## src/rtl/id_ex_pipeline_register.sv

```systemverilog
// ID/EX boundary register of the 5-stage MIPS pipeline.
// It captures the decoded fields and the register read data from Instruction
// Decode and presents them to Execute one cycle later. It also contains the
// load-use hazard detector and a small FSM. The FSM remembers a branch flush
// that arrives while Execute is holding.
// Optional build macro: HAZARD_STATS_EN adds the saturating stall_count output.
// Reset is asynchronous and active-low on the port "reset".
module id_ex_pipeline_register #(
    parameter int DATA_W     = 32,
    parameter int REG_ADDR_W = 5,
    parameter int CTRL_W     = 8
) (
    input  logic                  clk,
    input  logic                  reset,
    input  logic                  id_valid,
    input  logic [REG_ADDR_W-1:0] id_rs,
    input  logic [REG_ADDR_W-1:0] id_rt,
    input  logic [REG_ADDR_W-1:0] id_rd,
    input  logic [DATA_W-1:0]     id_read_data1,
    input  logic [DATA_W-1:0]     id_read_data2,
    input  logic [DATA_W-1:0]     id_imm,
    input  logic [CTRL_W-1:0]     id_ctrl,
    input  logic                  flush,
    input  logic                  ex_hold,
    output logic                  stall,
    output logic                  ex_valid,
    output logic [REG_ADDR_W-1:0] ex_rs,
    output logic [REG_ADDR_W-1:0] ex_rt,
    output logic [REG_ADDR_W-1:0] ex_rd,
    output logic [DATA_W-1:0]     ex_read_data1,
    output logic [DATA_W-1:0]     ex_read_data2,
    output logic [DATA_W-1:0]     ex_imm,
    output logic [CTRL_W-1:0]     ex_ctrl
`ifdef HAZARD_STATS_EN
    ,
    output logic [31:0]           stall_count
`endif
);

    // Bit position of memRead inside the packed control word.
    localparam int CTRL_MEMREAD = 1;

    typedef enum logic [1:0] {
        S_RUN        = 2'd0,
        S_HOLD       = 2'd1,
        S_HOLD_FLUSH = 2'd2
    } state_t;

    state_t state_q, state_d;

    logic                  valid_q, valid_d;
    logic [REG_ADDR_W-1:0] rs_q, rs_d;
    logic [REG_ADDR_W-1:0] rt_q, rt_d;
    logic [REG_ADDR_W-1:0] rd_q, rd_d;
    logic [DATA_W-1:0]     data1_q, data1_d;
    logic [DATA_W-1:0]     data2_q, data2_d;
    logic [DATA_W-1:0]     imm_q, imm_d;
    logic [CTRL_W-1:0]     ctrl_q, ctrl_d;

    logic hazard;
    logic flush_pending;

    // A load in EX whose destination is read by the instruction in ID.
    // A load to $0 is excluded, because $0 is never written.
    always_comb begin
        hazard = valid_q & ctrl_q[CTRL_MEMREAD] & (rt_q != '0) & id_valid &
                 ((rt_q == id_rs) | (rt_q == id_rt));
    end

    // A flush applies now if it arrives this cycle or was remembered during a hold.
    always_comb begin
        flush_pending = flush | (state_q == S_HOLD_FLUSH);
    end

    // Upstream stall. A flush makes the hazard moot, because the
    // dependent instruction is wrong-path.
    always_comb begin
        stall = ex_hold | (hazard & ~flush & (state_q != S_HOLD_FLUSH));
    end

    // Next state and next EX contents. The branches are checked in priority order:
    // hold, then flush, then hazard, then normal load.
    always_comb begin
        state_d = S_RUN;
        valid_d = valid_q;
        rs_d    = rs_q;
        rt_d    = rt_q;
        rd_d    = rd_q;
        data1_d = data1_q;
        data2_d = data2_q;
        imm_d   = imm_q;
        ctrl_d  = ctrl_q;

        if (ex_hold) begin
            state_d = flush_pending ? S_HOLD_FLUSH : S_HOLD;
        end else if (flush_pending || hazard) begin
            state_d = S_RUN;
            valid_d = 1'b0;
            rs_d    = '0;
            rt_d    = '0;
            rd_d    = '0;
            data1_d = '0;
            data2_d = '0;
            imm_d   = '0;
            ctrl_d  = '0;
        end else begin
            state_d = S_RUN;
            valid_d = id_valid;
            rs_d    = id_rs;
            rt_d    = id_rt;
            rd_d    = id_rd;
            data1_d = id_read_data1;
            data2_d = id_read_data2;
            imm_d   = id_imm;
            ctrl_d  = id_valid ? id_ctrl : '0;
        end
    end

    // EX stage registers and FSM state. Reset clears everything immediately,
    // including any flush that was pending during a hold.
    always_ff @(posedge clk or negedge reset) begin
        if (!reset) begin
            state_q <= S_RUN;
            valid_q <= 1'b0;
            rs_q    <= '0;
            rt_q    <= '0;
            rd_q    <= '0;
            data1_q <= '0;
            data2_q <= '0;
            imm_q   <= '0;
            ctrl_q  <= '0;
        end else begin
            state_q <= state_d;
            valid_q <= valid_d;
            rs_q    <= rs_d;
            rt_q    <= rt_d;
            rd_q    <= rd_d;
            data1_q <= data1_d;
            data2_q <= data2_d;
            imm_q   <= imm_d;
            ctrl_q  <= ctrl_d;
        end
    end

    assign ex_valid      = valid_q;
    assign ex_rs         = rs_q;
    assign ex_rt         = rt_q;
    assign ex_rd         = rd_q;
    assign ex_read_data1 = data1_q;
    assign ex_read_data2 = data2_q;
    assign ex_imm        = imm_q;
    assign ex_ctrl       = ctrl_q;

`ifdef HAZARD_STATS_EN
    logic [31:0] stall_count_q, stall_count_d;

    // Count cycles with stall asserted. The count saturates instead of wrapping.
    always_comb begin
        stall_count_d = stall_count_q;
        if (stall && (stall_count_q != 32'hFFFF_FFFF)) begin
            stall_count_d = stall_count_q + 32'd1;
        end
    end

    // Stall counter register. Only reset clears it.
    always_ff @(posedge clk or negedge reset) begin
        if (!reset) begin
            stall_count_q <= '0;
        end else begin
            stall_count_q <= stall_count_d;
        end
    end

    assign stall_count = stall_count_q;
`endif

endmodule
```

## config.mk

```make
export PLATFORM = sky130hd
export DESIGN_NAME = id_ex_pipeline_register
export DESIGN_NICKNAME = d
export VERILOG_FILES = /design/src/rtl/id_ex_pipeline_register.sv
export SDC_FILE = /design/constraint.sdc
export NUM_CORES = 1
export LEC_CHECK = 0
export CORE_ASPECT_RATIO = 1.25
export CORE_UTILIZATION = 40
export DETAILED_ROUTE_END_ITERATION = 7
export HOLD_SLACK_MARGIN = 0.1
export PLACE_DENSITY = 0.82
export RECOVER_POWER = 25
export SETUP_SLACK_MARGIN = 0.5
export SLEW_MARGIN = 30
export SYNTH_ARGS = -nofsm -noshare
export SYNTH_HDL_FRONTEND = slang
export SYNTH_SLANG_ARGS = --single-unit
```

## constraint.sdc

```tcl
create_clock -name clk -period 3.5 [get_ports clk]
set_input_delay 1.05 -clock clk [delete_from_list [all_inputs] [get_ports clk]]
set_output_delay 1.05 -clock clk [all_outputs]
set_load 0.01 [all_outputs]
```

* After elaboration in Yosys (flattened, before gate mapping) *
Index checks and enable logic that the tools add are counted.

storage, ports and cells
  register bits after elaboration = 122
  latch bits = 0
  RAM bits = 0
  bits in read-only memories = 0
  input bits = 124
  output and inout bits = 121
  logic and storage cells = 36
  memories kept = 0

cells by class
  add/subtract/negate cells = 0
  multiply operators = 0
  div/mod/pow operators = 0
  magnitude comparators = 0
  eq/ne operators = 4
  shift operators = 0
  mux-type cells = 11
  bitwise gates (word level) = 10
  reduce and logical (&&, ||, !) cells = 2

operator list
  kind                                        count
  2-to-1 mux 32 bit                           3
  2-to-1 mux 8 bit                            2
  2-to-1 mux 5 bit                            3
  equality test 5 bit                         2
  AND 1 bit                                   6
  nonzero test 5 bit                          1
  2-to-1 mux 2 bit                            2
  OR 1 bit                                    3
  equality test 2 bit, second input constant  1
  != test 2 bit, second input constant        1
  logical OR 1 bit                            1
  2-to-1 mux 1 bit                            1
  inverter 1 bit                              1

* Longest topological paths before layout *
  word-level depth = 7
  depth in mapped cells = 7
  mapped depth without buffers = 5

* Worst setup path after synthesis *
No wires, ideal clock.

  kind = input to output
  start = input port id_rs[2]
  end = output port stall
  arrival = 1.974 ns
  data required time = 2.450 ns
  path slack = 0.476 ns
  stages on the path = 4
  buffers on the path = 0
  path through = xor2_1 -> nor3_1 -> a22oi_1 -> o41ai_1

on the way
  longest elaborated chain between the ends = 6

ends and longest elaborated chain
  item                    line  text
  start: declaration      16    input logic [REG_ADDR_W-1:0] id_rs,
  equality test 5 bit     67    ((rt_q == id_rs) | (rt_q == id_rt));
  OR 1 bit                67
  AND 1 bit               66    hazard = valid_q & ctrl_q[CTRL_MEMREAD] & (rt_q != '0) & id_valid &
  AND 1 bit (2 in a row)  78    stall = ex_hold | (hazard & ~flush & (state_q != S_HOLD_FLUSH));
  OR 1 bit                78
  end: declaration        25    output logic stall,

Every way passes these cells.

* Worst setup path in the final report *
  start = input port id_valid
  end = output port stall

on the way
  longest elaborated chain between the ends = 5

ends and longest elaborated chain
  item                    line  text
  start: declaration      15    input logic id_valid,
  AND 1 bit (2 in a row)  66
  AND 1 bit (2 in a row)  78
  OR 1 bit                78

Every way passes these cells.

==> flow_summary.toml <==
[sta]
finalHoldViolations = 0
tightestPinTransition_ns = 2.29
rsz0062_at_grt = "true"
slew_violations = 42
slew_headroom_pct = -52.4
finalWorstSetupSlack_ns = 0.353
setup_violations = 0
fin_crit_sh_pct = 89.9
period_minus_slack_ns = 3.15
clock.fmax_mhz = 318
fin_worst_skew_ns = 0.00861

[yosys]
synth_cell_types = 17
ys_ff_latch = 122
synth_edf_count = 0
synthArstFlopShare_pct = 100
synth_top_area_cell = "dfrtp_1"
synthFlopType = "dfrtp_1"
syn-instance-count = 293
syn_area_mm2 = 0.00447
ys_warn_count = 0
synth_area_leaders = "dfrtp_1 68%, a22o_1 22%, buf_6 2.8%"
yosysSeqAreaShare_pct = 68.3
yosysMostFrequentCell = "dfrtp_1"
avgSynthCellArea_um2 = 15.3
synth_top_area_share_pct = 68.3
syn_nets = 417
synth_common_cells = "122 x dfrtp_1, 112 x a22o_1, 13 x clkbuf_1"

[layout]
area_growth_syn_to_layout_pct = 69.1
utilization_pct = 70.5
diodes = 0
drive_above_1_share_pct = 9.96
final_area_mm2 = 0.00756
num-nets-final = 666
final_cells = 684

[drt]
viasPerCell = 5.27
first_pass_iters = 5
drc = 0
drt_iter0_markers = 130
antenna_left = 0
avgRoutedWirePerCell_um = 18.9
dr_total_vias = 3607
drt_wl_total_um = 13000

[place]
dp_cells = 654
dpl_worst_slack_ns = -0.473
hpwlAfterDp_um = 9190
gp_congestion = 0.744
placed_area_mm2 = 0.00703
io_buffers = 244

[critical_path]
critical_path_class = "in -> out"
cp_max_fo = 2
crit_path_end_kind = "output pin"
worstPathArrival_ns = 2.10
start_kind = "input pin"
worstPathRequired_ns = 2.45

[clock_network]
max-clock-path-buffers = 2
clk_pin_slew_worst_paths_ns = 0.05
ctsHoldBuffers = 0
htree_levels = 4
clk_latency_ns = 0.41
clock_sinks = 122
clockRootBuffer = "clkbuf_16"
cts_tree = "yes"
cts_buffers = 17

[outcome]
violations = "capacitance limit, slew limit"
status = "complete, but fails checks"

[floorplanning]
ios = 245
std_cell_rows = 42
die-area_mm2 = 0.0116
core_area_mm2 = 0.0107
initial_core_util_pct = 41.7
die_w_um = 96.6
die_y_um = 120

[power_and_ir_drop]
power_density_mw_per_mm2 = 499
vdd_drop_max_mv = 0.245
cellLeakagePower_nw = 3.38
power_mw = 3.77

[grt]
antenna_found_initial = 0
first_global_vias = 3799
grt-ovfl-total = 0
track_usage_pct = 22.7
grt_pass1_wl_um = 19600
grt_max_degree = 92

[run]
cap_violations = 1

[hold_path]
min_path_type = "reg -> reg"
## power breakdown
group          switching (mW)  internal [mW]  total, mW
registers              0.0690           1.52       1.59
clock network           0.581          0.973       1.55
logic                   0.241          0.393      0.634
## registers in the layout, summed over array words and instances (netlist names)
name	flops
ex_ctrl	8
ex_read_data1	32
ex_rd	5
ex_read_data2	32
ex_imm	32
ex_rs	5
state_q	2
ex_valid	1
ex_rt	5
## cell type report
type	instances	area [µm²]
clock buffer	20	447
fill	765	3160
sequential	122	3050
tap	132	165
multi-input combinational	143	1260
clock inverter	9	77.6
timing repair buffer	257	2550
inverter	1	3.75
## placed cells by master (no fill, tap or decap)
cell / n
a22oi_2: 1
o41ai_2: 1
o211a_4: 1
clkbuf_8: 1
clkinvlp_4: 3
buf_6: 2
nor3_1: 1
clkdlybuf4s15_1: 3
a32o_1: 8
a22o_1: 112
buf_2: 5
xor2_1: 9
buf_4: 10
inv_1: 1
buf_8: 1
clkdlybuf4s50_1: 231
clkinv_2: 5
dfrtp_1: 122
nor2b_1: 1
or4_1: 1
o2111ai_1: 1
clkbuf_16: 17
clkbuf_2: 1
nor3_2: 2
nor2_1: 4
buf_12: 3
xor2_2: 1
clkbuf_1: 3
bufinv_16: 1
## metal layers
layer / GRT usage, % / part of all wire (%) / up-vias
met4: 7.81 / 1.9 / 0
li1: - / - / 1636
met1: 26.7 / 39 / 1786
met3: 8.68 / 8.9 / 22
met5: 0 / 0 / -
met2: 37.6 / 50 / 163
## cells by family (layout without fill, tap and decap cells)
| group | Yosys count | count (layout) | share of synthesized area [%] |
|---|---|---|---|
| AO/OA/AOI/OAI | 124 | 124 | 24.5 |
| buffers and inverters | 28 | 287 | 4.25 |
| AND/OR/NAND/NOR | 9 | 9 | 0.980 |
| XOR/XNOR | 10 | 10 | 1.96 |
| flip-flops | 122 | 122 | 68.3 |
## critical path, cell delays in order
cell and delay [ns]:
clkdlybuf4s50_1 0.48, o2111ai_1 0.16, o41ai_2 0.23, buf_2 0.18
## what timing repair did
item | 4_1_cts | 5_1_grt
endpoints found under the setup margin | 1 | 1
gates resized for setup | 43 | 4
pin swaps | 6 | 3
setup buffers | 0 | 1
## through the flow
stage / setup TNS, ns / hold slack, ns
after floorplan: 0 / 0.521
after global placement: -0.497 / 0.474
after detailed placement: -0.473 / 0.483
after CTS: 0 / 0.491
after global routing: 0 / 0.511
final: 0 / 0.485
## worst paths after layout
kind	start	to	slack [ns]	cells past startpoint
worst max-delay path	id_valid	stall	0.35	4
worst min-delay path	ex_ctrl[7]	ex_ctrl[7]	0.49	1
worst max register to register	ex_rt[2]	ex_read_data2[0]	1.27	6
worst min register to register	ex_ctrl[7]	ex_ctrl[7]	0.49	1
max in group asynchronous	reset	ex_read_data1[31]	0.68	2
min in group asynchronous	reset	ex_imm[18]	1.32	1
Note: power is estimated with default switching activity, not from simulation.
